`config.mk`:
```
export PLATFORM = sky130hd
export DESIGN_NAME = truth_table_sweeper_flat
export DESIGN_NICKNAME = d
export VERILOG_FILES = /design/src/rtl/truth_table_sweeper_if.sv /design/src/rtl/truth_table_sweeper.sv /design/src/flat_wrapper.sv
export SDC_FILE = /design/constraint.sdc
export NUM_CORES = 1
export LEC_CHECK = 0
export CAP_MARGIN = 40
export CORE_AREA = 4 4 62 76
export DETAILED_ROUTE_END_ITERATION = 8
export DIE_AREA = 0 0 66 80
export PLACE_DENSITY = 0.77
export SLEW_MARGIN = 30
export SYNTH_ARGS = -nofsm -noshare
export SYNTH_HDL_FRONTEND = slang
export SYNTH_SLANG_ARGS = --single-unit
```
`constraint.sdc`:
```
create_clock -name clk -period 2.5 [get_ports clk]
set_clock_uncertainty 0.05 [all_clocks]
set_input_delay 0.5 -clock clk [delete_from_list [all_inputs] [get_ports clk]]
set_output_delay 0.5 -clock clk [all_outputs]
set_load 0.01 [all_outputs]
```
`src/rtl/truth_table_sweeper_if.sv`:
```
// -----------------------------------------------------------------------------
// truth_table_sweeper_if
// Bundles the control, stimulus and result signals of truth_table_sweeper.
//   i_start          begin a sweep (controller -> sweeper)
//   i_dut_y          output of the combinational block under check
//   o_dut_a..o_dut_d stimulus vector bits a (MSB) .. d (LSB)
//   o_busy           sweep in progress
//   o_done           one-cycle pulse at the end of a sweep
//   o_pass           last completed sweep had zero mismatches
//   o_table          observed truth table, bit i = y for vector i
//   o_mismatch_cnt   number of mismatching vectors (0..16)
//   o_first_fail     lowest failing vector index
//   o_fail_valid     o_first_fail holds a valid index
// master = controller / block-under-check side, slave = sweeper side.
// -----------------------------------------------------------------------------
interface truth_table_sweeper_if;
   logic        i_start;
   logic        i_dut_y;
   logic        o_dut_a;
   logic        o_dut_b;
   logic        o_dut_c;
   logic        o_dut_d;
   logic        o_busy;
   logic        o_done;
   logic        o_pass;
   logic [15:0] o_table;
   logic [4:0]  o_mismatch_cnt;
   logic [3:0]  o_first_fail;
   logic        o_fail_valid;

   modport master (
      output i_start, i_dut_y,
      input  o_dut_a, o_dut_b, o_dut_c, o_dut_d,
      input  o_busy, o_done, o_pass, o_table, o_mismatch_cnt,
      input  o_first_fail, o_fail_valid
   );

   modport slave (
      input  i_start, i_dut_y,
      output o_dut_a, o_dut_b, o_dut_c, o_dut_d,
      output o_busy, o_done, o_pass, o_table, o_mismatch_cnt,
      output o_first_fail, o_fail_valid
   );
endinterface

```
`src/rtl/truth_table_sweeper.sv`:
```
// -----------------------------------------------------------------------------
// truth_table_sweeper
// Drives all 16 input vectors of a 4-input combinational block, holds each for
// SETTLE_CYCLES cycles, samples y and compares against the EXPECTED mask.
// Ports:
//   clk    rising-edge clock
//   rst    asynchronous active-high reset
//   bus_if truth_table_sweeper_if.slave (start, dut_y, dut_a..d, status/results)
// Parameters:
//   SETTLE_CYCLES  cycles each vector is held before sampling (1..15)
//   EXPECTED       expected truth table, bit i = y for vector i
// Build option:
//   TT_STOP_ON_FAIL_EN  when defined, the first mismatch ends the sweep.
// -----------------------------------------------------------------------------
module truth_table_sweeper #(
   parameter int unsigned SETTLE_CYCLES = 1,
   parameter logic [15:0] EXPECTED      = 16'hD117
) (
   input logic                   clk,
   input logic                   rst,
   truth_table_sweeper_if.slave  bus_if
);

   localparam int unsigned VEC_W = 4;
   localparam int unsigned CNT_W = 4;
   localparam int unsigned MCN_W = 5;
   localparam int unsigned TBL_W = 16;

   typedef enum logic [1:0] {
      S_IDLE   = 2'd0,
      S_DRIVE  = 2'd1,
      S_SAMPLE = 2'd2,
      S_DONE   = 2'd3
   } state_t;

   state_t             r_state, w_state;
   logic [VEC_W-1:0]   r_vec, w_vec;
   logic [CNT_W-1:0]   r_cnt, w_cnt;
   logic [TBL_W-1:0]   r_table, w_table;
   logic [MCN_W-1:0]   r_mcnt, w_mcnt;
   logic [VEC_W-1:0]   r_ff, w_ff;
   logic               r_fv, w_fv;
   logic               r_pass, w_pass;
   logic               r_busy, w_busy;
   logic               r_done, w_done;
   logic               w_mis;

   // State and result registers
   always_ff @(posedge clk or posedge rst) begin
      if (rst) begin
         r_state <= S_IDLE;
         r_vec   <= '0;
         r_cnt   <= '0;
         r_table <= '0;
         r_mcnt  <= '0;
         r_ff    <= '0;
         r_fv    <= 1'b0;
         r_pass  <= 1'b0;
         r_busy  <= 1'b0;
         r_done  <= 1'b0;
      end else begin
         r_state <= w_state;
         r_vec   <= w_vec;
         r_cnt   <= w_cnt;
         r_table <= w_table;
         r_mcnt  <= w_mcnt;
         r_ff    <= w_ff;
         r_fv    <= w_fv;
         r_pass  <= w_pass;
         r_busy  <= w_busy;
         r_done  <= w_done;
      end
   end

   // Next-state and next-result logic
   always_comb begin
      w_state = r_state;
      w_vec   = r_vec;
      w_cnt   = r_cnt;
      w_table = r_table;
      w_mcnt  = r_mcnt;
      w_ff    = r_ff;
      w_fv    = r_fv;
      w_pass  = r_pass;
      w_done  = 1'b0;
      w_mis   = (bus_if.i_dut_y != EXPECTED[r_vec]);

      case (r_state)
         S_IDLE: begin
            if (bus_if.i_start) begin
               w_state = S_DRIVE;
               w_vec   = '0;
               w_cnt   = '0;
               w_table = '0;
               w_mcnt  = '0;
               w_ff    = '0;
               w_fv    = 1'b0;
               w_pass  = 1'b0;
            end
         end

         S_DRIVE: begin
            w_cnt = r_cnt + CNT_W'(1);
            if (r_cnt == CNT_W'(SETTLE_CYCLES - 1)) begin
               w_state = S_SAMPLE;
            end
         end

         S_SAMPLE: begin
            if (w_mis) begin
               w_mcnt = r_mcnt + MCN_W'(1);
               if (!r_fv) begin
                  w_ff = r_vec;
                  w_fv = 1'b1;
               end
            end
`ifdef TT_STOP_ON_FAIL_EN
            // Failing sample is not recorded; table keeps only passing vectors.
            if (w_mis) begin
               w_state = S_DONE;
            end else begin
               w_table[r_vec] = bus_if.i_dut_y;
               if (r_vec == VEC_W'(15)) begin
                  w_state = S_DONE;
               end else begin
                  w_vec   = r_vec + VEC_W'(1);
                  w_cnt   = '0;
                  w_state = S_DRIVE;
               end
            end
`else
            w_table[r_vec] = bus_if.i_dut_y;
            if (r_vec == VEC_W'(15)) begin
               w_state = S_DONE;
            end else begin
               w_vec   = r_vec + VEC_W'(1);
               w_cnt   = '0;
               w_state = S_DRIVE;
            end
`endif
         end

         S_DONE: begin
            w_done  = 1'b1;
            w_pass  = (r_mcnt == '0);
            w_vec   = '0;
            w_state = S_IDLE;
         end

         default: begin
            w_state = S_IDLE;
         end
      endcase

      // Registered busy tracks the state being entered
      w_busy = (w_state == S_DRIVE) || (w_state == S_SAMPLE);
   end

   assign bus_if.o_dut_a        = r_vec[3];
   assign bus_if.o_dut_b        = r_vec[2];
   assign bus_if.o_dut_c        = r_vec[1];
   assign bus_if.o_dut_d        = r_vec[0];
   assign bus_if.o_busy         = r_busy;
   assign bus_if.o_done         = r_done;
   assign bus_if.o_pass         = r_pass;
   assign bus_if.o_table        = r_table;
   assign bus_if.o_mismatch_cnt = r_mcnt;
   assign bus_if.o_first_fail   = r_ff;
   assign bus_if.o_fail_valid   = r_fv;

endmodule

```
`src/flat_wrapper.sv`:
```
// flat-port wrapper written by rule: the top's interface ports become plain ports
module truth_table_sweeper_flat 
#(
   parameter int unsigned SETTLE_CYCLES = 1,
   parameter logic [15:0] EXPECTED      = 16'hD117
)
  (clk, rst, bus_if_i_start, bus_if_i_dut_y, bus_if_o_dut_a, bus_if_o_dut_b, bus_if_o_dut_c, bus_if_o_dut_d, bus_if_o_busy, bus_if_o_done, bus_if_o_pass, bus_if_o_table, bus_if_o_mismatch_cnt, bus_if_o_first_fail, bus_if_o_fail_valid);
  truth_table_sweeper_if bus_if_i ();
  input logic clk;
  input logic rst;
  input wire logic [$bits(bus_if_i.i_start)-1:0] bus_if_i_start;
  input wire logic [$bits(bus_if_i.i_dut_y)-1:0] bus_if_i_dut_y;
  output wire logic [$bits(bus_if_i.o_dut_a)-1:0] bus_if_o_dut_a;
  output wire logic [$bits(bus_if_i.o_dut_b)-1:0] bus_if_o_dut_b;
  output wire logic [$bits(bus_if_i.o_dut_c)-1:0] bus_if_o_dut_c;
  output wire logic [$bits(bus_if_i.o_dut_d)-1:0] bus_if_o_dut_d;
  output wire logic [$bits(bus_if_i.o_busy)-1:0] bus_if_o_busy;
  output wire logic [$bits(bus_if_i.o_done)-1:0] bus_if_o_done;
  output wire logic [$bits(bus_if_i.o_pass)-1:0] bus_if_o_pass;
  output wire logic [$bits(bus_if_i.o_table)-1:0] bus_if_o_table;
  output wire logic [$bits(bus_if_i.o_mismatch_cnt)-1:0] bus_if_o_mismatch_cnt;
  output wire logic [$bits(bus_if_i.o_first_fail)-1:0] bus_if_o_first_fail;
  output wire logic [$bits(bus_if_i.o_fail_valid)-1:0] bus_if_o_fail_valid;
  assign bus_if_i.i_start = bus_if_i_start;
  assign bus_if_i.i_dut_y = bus_if_i_dut_y;
  assign bus_if_o_dut_a = bus_if_i.o_dut_a;
  assign bus_if_o_dut_b = bus_if_i.o_dut_b;
  assign bus_if_o_dut_c = bus_if_i.o_dut_c;
  assign bus_if_o_dut_d = bus_if_i.o_dut_d;
  assign bus_if_o_busy = bus_if_i.o_busy;
  assign bus_if_o_done = bus_if_i.o_done;
  assign bus_if_o_pass = bus_if_i.o_pass;
  assign bus_if_o_table = bus_if_i.o_table;
  assign bus_if_o_mismatch_cnt = bus_if_i.o_mismatch_cnt;
  assign bus_if_o_first_fail = bus_if_i.o_first_fail;
  assign bus_if_o_fail_valid = bus_if_i.o_fail_valid;
  truth_table_sweeper #(.SETTLE_CYCLES(SETTLE_CYCLES), .EXPECTED(EXPECTED)) u_core (.clk(clk), .rst(rst), .bus_if(bus_if_i));
endmodule
```
* Yosys cells after proc, flatten, opt, wreduce, memory -nomap -nowiden
Memory sizes are Yosys's and may differ from the RTL's. Index checks and enable logic that the tools add are counted.
Word-level totals: output and inout port bits 33, memories kept 1, bits in registers 39, input port bits 4, word-level logic and storage cells 68, ROM bits 16
Memories:
- (no name shown) | words 16, bits a word 1, rd ports 1, clocked after Yosys merged registers in 0, write ports 0, line truth_table_sweeper.sv:86 | w_mis = (bus_if.i_dut_y != EXPECTED[r_vec]);
Cells by class: multiplexer cells 26, eq/ne operators 11, add/subtract/negate cells 3, reduce and logical (&&, ||, !) cells 15, $lt $le $gt $ge 2
Operators by type and width (number):
- $pmux W16 S2 | 1
- $pmux W4 S3 | 2
- $mux W4 | 5
- $bwmux W16 | 1
- $mux W16 | 1
- $mux W5 | 2
- $pmux W5 S2 | 1
- $reduce_and A3 Y1 | 3
- $add A4 B1 Y4 const B | 2
- $pmux W2 S4 | 1
- $pmux W4 S2 | 1
- $eq A2 B2 Y1 const B | 3
- $mux W2 | 3
- $ne A2 B2 Y1 const B | 3
- $reduce_bool A3 Y1 | 2
- $add A5 B1 Y5 const B | 1
- $logic_not A5 Y1 | 1
- $lt A4 B5 Y1 const B | 1
- $mux W1 | 5
- $demux W1 S4 | 1
- $eq A2 B1 Y1 const B | 2
- $eq A4 B4 Y1 const B | 1
- $ge A4 B1 Y1 const B | 1
- $logic_not A4 Y1 | 1
- 9 further kinds | 12

* Longest topological paths before layout
depth after elaboration 6, depth in mapped cells 8, depth with buffers taken out 6

* Worst setup path after synthesis
No wires, ideal clock.
path kind reg-to-reg, start register u_core.r_vec[1], end register u_core.r_vec[3], library setup time 0.120 ns, setup slack 0.507 ns, cell stages (with the launch flop) 7, clock period less this slack 1.993 ns, data arrival time 1.823 ns, cells stage by stage dfrtp_1 -> ha_1 -> nand3_1 -> a211oi_1 -> nor4_1 -> xor2_1 -> and3_1
Between the ends: word-level cells in the longest chain between the ends 3
Ends and longest elaborated chain:
- start, declared | line truth_table_sweeper.sv:37 | logic [VEC_W-1:0] r_vec, w_vec;
- start signal, assigned | line truth_table_sweeper.sv:63 | r_vec <= w_vec;
- $add A4 B1 Y4 or $eq A4 B4 Y1 (tied branches) | line truth_table_sweeper.sv:136, truth_table_sweeper.sv:133
- $mux W4 or $ne A2 B2 Y1 (tied branches)
- $pmux W4 S3 or $reduce_and A3 Y1 (tied branches)
Several ways; a longest one is shown, not always the timed one. The select of a mux whose other input is x is not followed. A chain may end at the register's enable or synchronous reset.

* Final worst setup path
start register u_core.r_vec[0], end register u_core.r_ff[2] (netlist: u_core.bus_if.o_first_fail[2])
Between the ends: word-level cells in the longest chain between the ends 5
Ends and longest elaborated chain:
- $mem_v2 Z16 W1
- $mux W1 (implied by the code) | line truth_table_sweeper.sv:86
- $ne A1 B1 Y1 | line truth_table_sweeper.sv:86
- $ne A2 B1 Y1 (no source line)
- $reduce_and A4 Y1 (no source line)
- end signal, assigned | line truth_table_sweeper.sv:67 | r_ff <= w_ff;
- end, declared | line truth_table_sweeper.sv:41 | logic [VEC_W-1:0] r_ff, w_ff;
No other way between the ends. The select of a mux whose other input is x is not followed.

==> summary.md <==
| Metric | Value |
|---|---|
| Async S/R FF share, synth | `1.000` |
| Floorplan die area | `5280 sq um` |
| Post-layout total power | `2.029 mW` |
| Aggregate negative setup slack | `0 ns` |
| Arrival @ worst endpoint | `2.26 ns` |
| Startpoint of the lowest-slack hold path | `u_core.bus_if.o_fail_valid` |
| Maxcap violations | `0` |
| Antenna Diode Count | `0` |
| EDFF count, synth | `0` |
| Worst-Skew Late Latency | `0.29 ns` |
| Cell leakage power | `1.105 nW` |
| Placed instance area | `2452 sq um` |
| DRT iter0 DRCs | `128` |
| Sequential share of power | `0.429` |
| HPWL after DPL | `3007 microns` |
| Number of clock buffers inserted by TritonCTS | `5` |
| Vias in the first global route | `1,579` |
| Placeable core area | `3910 sq um` |
| Via count of the routed design | `1,573` |
| GR Overflow Total | `0` |
| Number of gates resized after cts | `0` |
| Highest clock rate | `478.6 MHz` |
| Synthesized cell area | `2012 sq um` |
| Fraction of power consumed by the clock network | `0.232` |
| Power density over cell area | `793.7 nW/um^2` |
| Pin count of the biggest net entering global routing | `40` |
| Result of the run | `completed` |
| Final GP Congestion | `0.8151` |
| Primary flip-flop cell chosen by synthesis mapping | `dfrtp_1` |
| DRC violations left | `0` |
| Tot GR Track Use | `0.1811` |
| Combinational share of power | `0.339` |
| Mean post-synth cell area | `10.26 sq um` |
| Fill count | `312` |
| Critical path endpoint category | `flip-flop` |
| Distinct cell type count after synthesis | `39` |
| Net switching power of the design | `0.6839 mW` |
| Worst reg2reg path startpoint | `u_core.r_vec[0]` |
| Endpoints failing setup | `0` |
| Number of hold-repair buffers added at the cts stage | `0` |
| Share of the yosys chip area belonging to registers | `0.4851` |
| CTS sink count | `39` |
| Endpoint of the worst register-to-register path | `u_core.bus_if.o_first_fail[2]` |
| Worst IR drop on VDD | `513.3 uV` |
| Count of pins on the block boundary | `37` |
| IO Port Bufs | `36` |
| Most frequent standard cell in the layout excluding fill and tap cells | `dfrtp_1` |
| Total of flip-flops plus latches after synthesis | `39` |
| Biggest fanout along the worst timing path | `14` |
| Net count after synthesis | `209` |
| Post-synthesis to final-layout area growth | `27.05%` |
| Instance count along the most critical hold path | `2` |
| CTS clk-pin slew, worst paths | `0.08 ns` |
| Min-delay worst type | `flip-flop to flip-flop` |
| Area of all placed cells without fillers | `2556 sq um` |
| Type of the worst setup path | `flip-flop to flip-flop` |
| Tmin final | `2.089 ns` |
| Final Hold Viols | `0` |
| Number of placement rows | `25` |
| Cell internal power dissipation | `1.345 mW` |
| Clock tree root buffer cell | `clkbuf_8` |
| Final routed wirelength across all metal layers | `4148 microns` |
| Global-route wire length before repair | `7355 microns` |
| Relative slew slack | `0.6787` |
| Sw Ratio | `0.3371` |
| Worst-case reg-to-reg path depth | `7` |
| Fraction of layout instances using a drive strength above 1 | `0.1050` |
| Initial cell density of the core | `0.5146` |
| Antenna-violating nets left | `0` |
| Worst-case register-to-register setup slack | `0.41 ns` |
| Period utilization | `0.8357` |
| Post-Synthesis Cells | `196` |
| Initial antenna violation count | `0` |
| Floorplan die height | `80 microns` |
| Length of the first detailed-routing pass in iterations | `4` |
| Worst-Margin Slew | `0.4820 ns` |
| Warning count from the yosys run | `0` |
| Clock Tree Buf Depth | `2` |
| Final design utilization | `0.6538` |
| Launching element type of the critical path | `flip-flop` |
| Routed length per instance | `14.21 microns` |
| Top library cells by usage in the layout, fill and taps aside | `dfrtp_1, clkdlybuf4s50_1, nand2_1, buf_4, o211ai_1` |
| Die width | `66 microns` |
| Hold-critical path endpoint | `u_core.bus_if.o_fail_valid` |
| Setup repair after global routing missed its margin | `no` |
| Data required time of the worst path | `2.67 ns` |
| Slew Viols, Final | `0` |
| TritonCTS clock tree | `done` |
| Nets@finish | `250` |
| Setup bufs post-CTS | `0` |
| Number of vias per cell | `5.387` |
| Number of levels in the clock H-tree | `2` |
stage by stage:
step	hold WS (ns)	setup WS, ns	cells
after floorplan	0.4681	0.5069	196
after global placement	0.4465	0.4299	284
after detailed placement	0.4359	0.4115	284
after CTS	0.4524	0.4002	292
after global routing	0.4779	0.2813	292
final	0.4461	0.4107	292
synth_stat cells (2+ instances only):
library cell / count / area share
dfrtp_1: 39 / 0.49
nand2_1: 20 / 0.037
o211ai_1: 12 / 0.045
inv_1: 11 / 0.021
nand3_1: 11 / 0.027
o31ai_1: 11 / 0.041
ha_1: 9 / 0.056
o21ai_0: 8 / 0.020
clkbuf_1: 7 / 0.013
mux2i_1: 6 / 0.030
nand2b_1: 6 / 0.019
nor2_1: 6 / 0.011
nor2b_1: 5 / 0.016
o311ai_0: 5 / 0.022
a22o_1: 4 / 0.017
o41ai_1: 4 / 0.017
buf_6: 3 / 0.017
a21oi_1: 2 / 0.0050
buf_1: 2 / 0.0037
buf_2: 2 / 0.0050
nand3b_1: 2 / 0.0075
o22ai_1: 2 / 0.0062
xnor2_1: 2 / 0.0087
xor2_1: 2 / 0.0087
final cells by class:
class                      instances  area, sq um  share of cell area
timing repair buffer              49        457.9              0.1791
multi-input combinational        130        905.9              0.3544
clock inverter                     1        7.507            0.002937
clock buffer                       7        96.34             0.03769
tap                               54        67.56             0.02643
inverter                          12        45.04             0.01762
sequential                        39        975.9              0.3818
worst max-delay path: stages (launching register included):
cell and delay [ns]:
dfrtp_1 0.51, inv_1 0.14, ha_1 0.24, o221ai_2 0.20
mux2i_1 0.21, buf_4 0.20, or2_1 0.25, mux2i_1 0.22
registers in the layout (all words and copies together) (netlist names):
signal / flops
u_core.bus_if.o_table: 16
u_core.bus_if.o_mismatch_cnt: 5
u_core.bus_if.o_first_fail: 4
u_core.r_cnt: 4
u_core.r_vec: 4
u_core.r_state: 2
u_core.bus_if.o_busy: 1
u_core.bus_if.o_done: 1
u_core.bus_if.o_fail_valid: 1
u_core.bus_if.o_pass: 1
metal layers:
layer / up-vias / wire [microns] / track usage
met5: - / 0 / 0
met4: 0 / 71 / 0.07520
met3: 6 / 178 / 0.04507
met2: 29 / 2062 / 0.3059
met1: 753 / 1836 / 0.2173
li1: 785 / - / -
worst max path at each step:
| stage | start | to | slack [ns] | cells past startpoint |
|---|---|---|---|---|
| after floorplan | u_core.r_vec[1] | u_core.r_vec[3] | 0.51 | 6 |
| after global placement | bus_if_i_start | u_core.r_vec[3] | 0.43 | 6 |
| after detailed placement | bus_if_i_dut_y | u_core.bus_if.o_first_fail[2] | 0.41 | 7 |
| after CTS | u_core.r_vec[0] | u_core.bus_if.o_first_fail[2] | 0.40 | 7 |
| after global routing | u_core.r_vec[0] | u_core.bus_if.o_first_fail[3] | 0.28 | 7 |
| final | u_core.r_vec[0] | u_core.bus_if.o_first_fail[2] | 0.41 | 7 |
power groups by stage:
stage,combinational (mW),clock (mW),sequential (mW)
after floorplan,0.398,0,0.879
after global placement,0.676,0,0.879
after detailed placement,0.695,0,0.880
after CTS,0.698,0.481,0.869
after global routing,0.774,0.516,0.894
final,0.688,0.471,0.871
logic make-up after synthesis:
logic type,after synthesis,synth area share
buffers and inverters,27,0.06468
DFF,39,0.4851
adders and majority gates,9,0.05597
muxes,7,0.03545
AOI/OAI and AO/OA,52,0.1934
xor gates and xnor gates,4,0.01742
and+or+nand+nor,58,0.1480
Note: power is estimated with default switching activity, not from simulation.
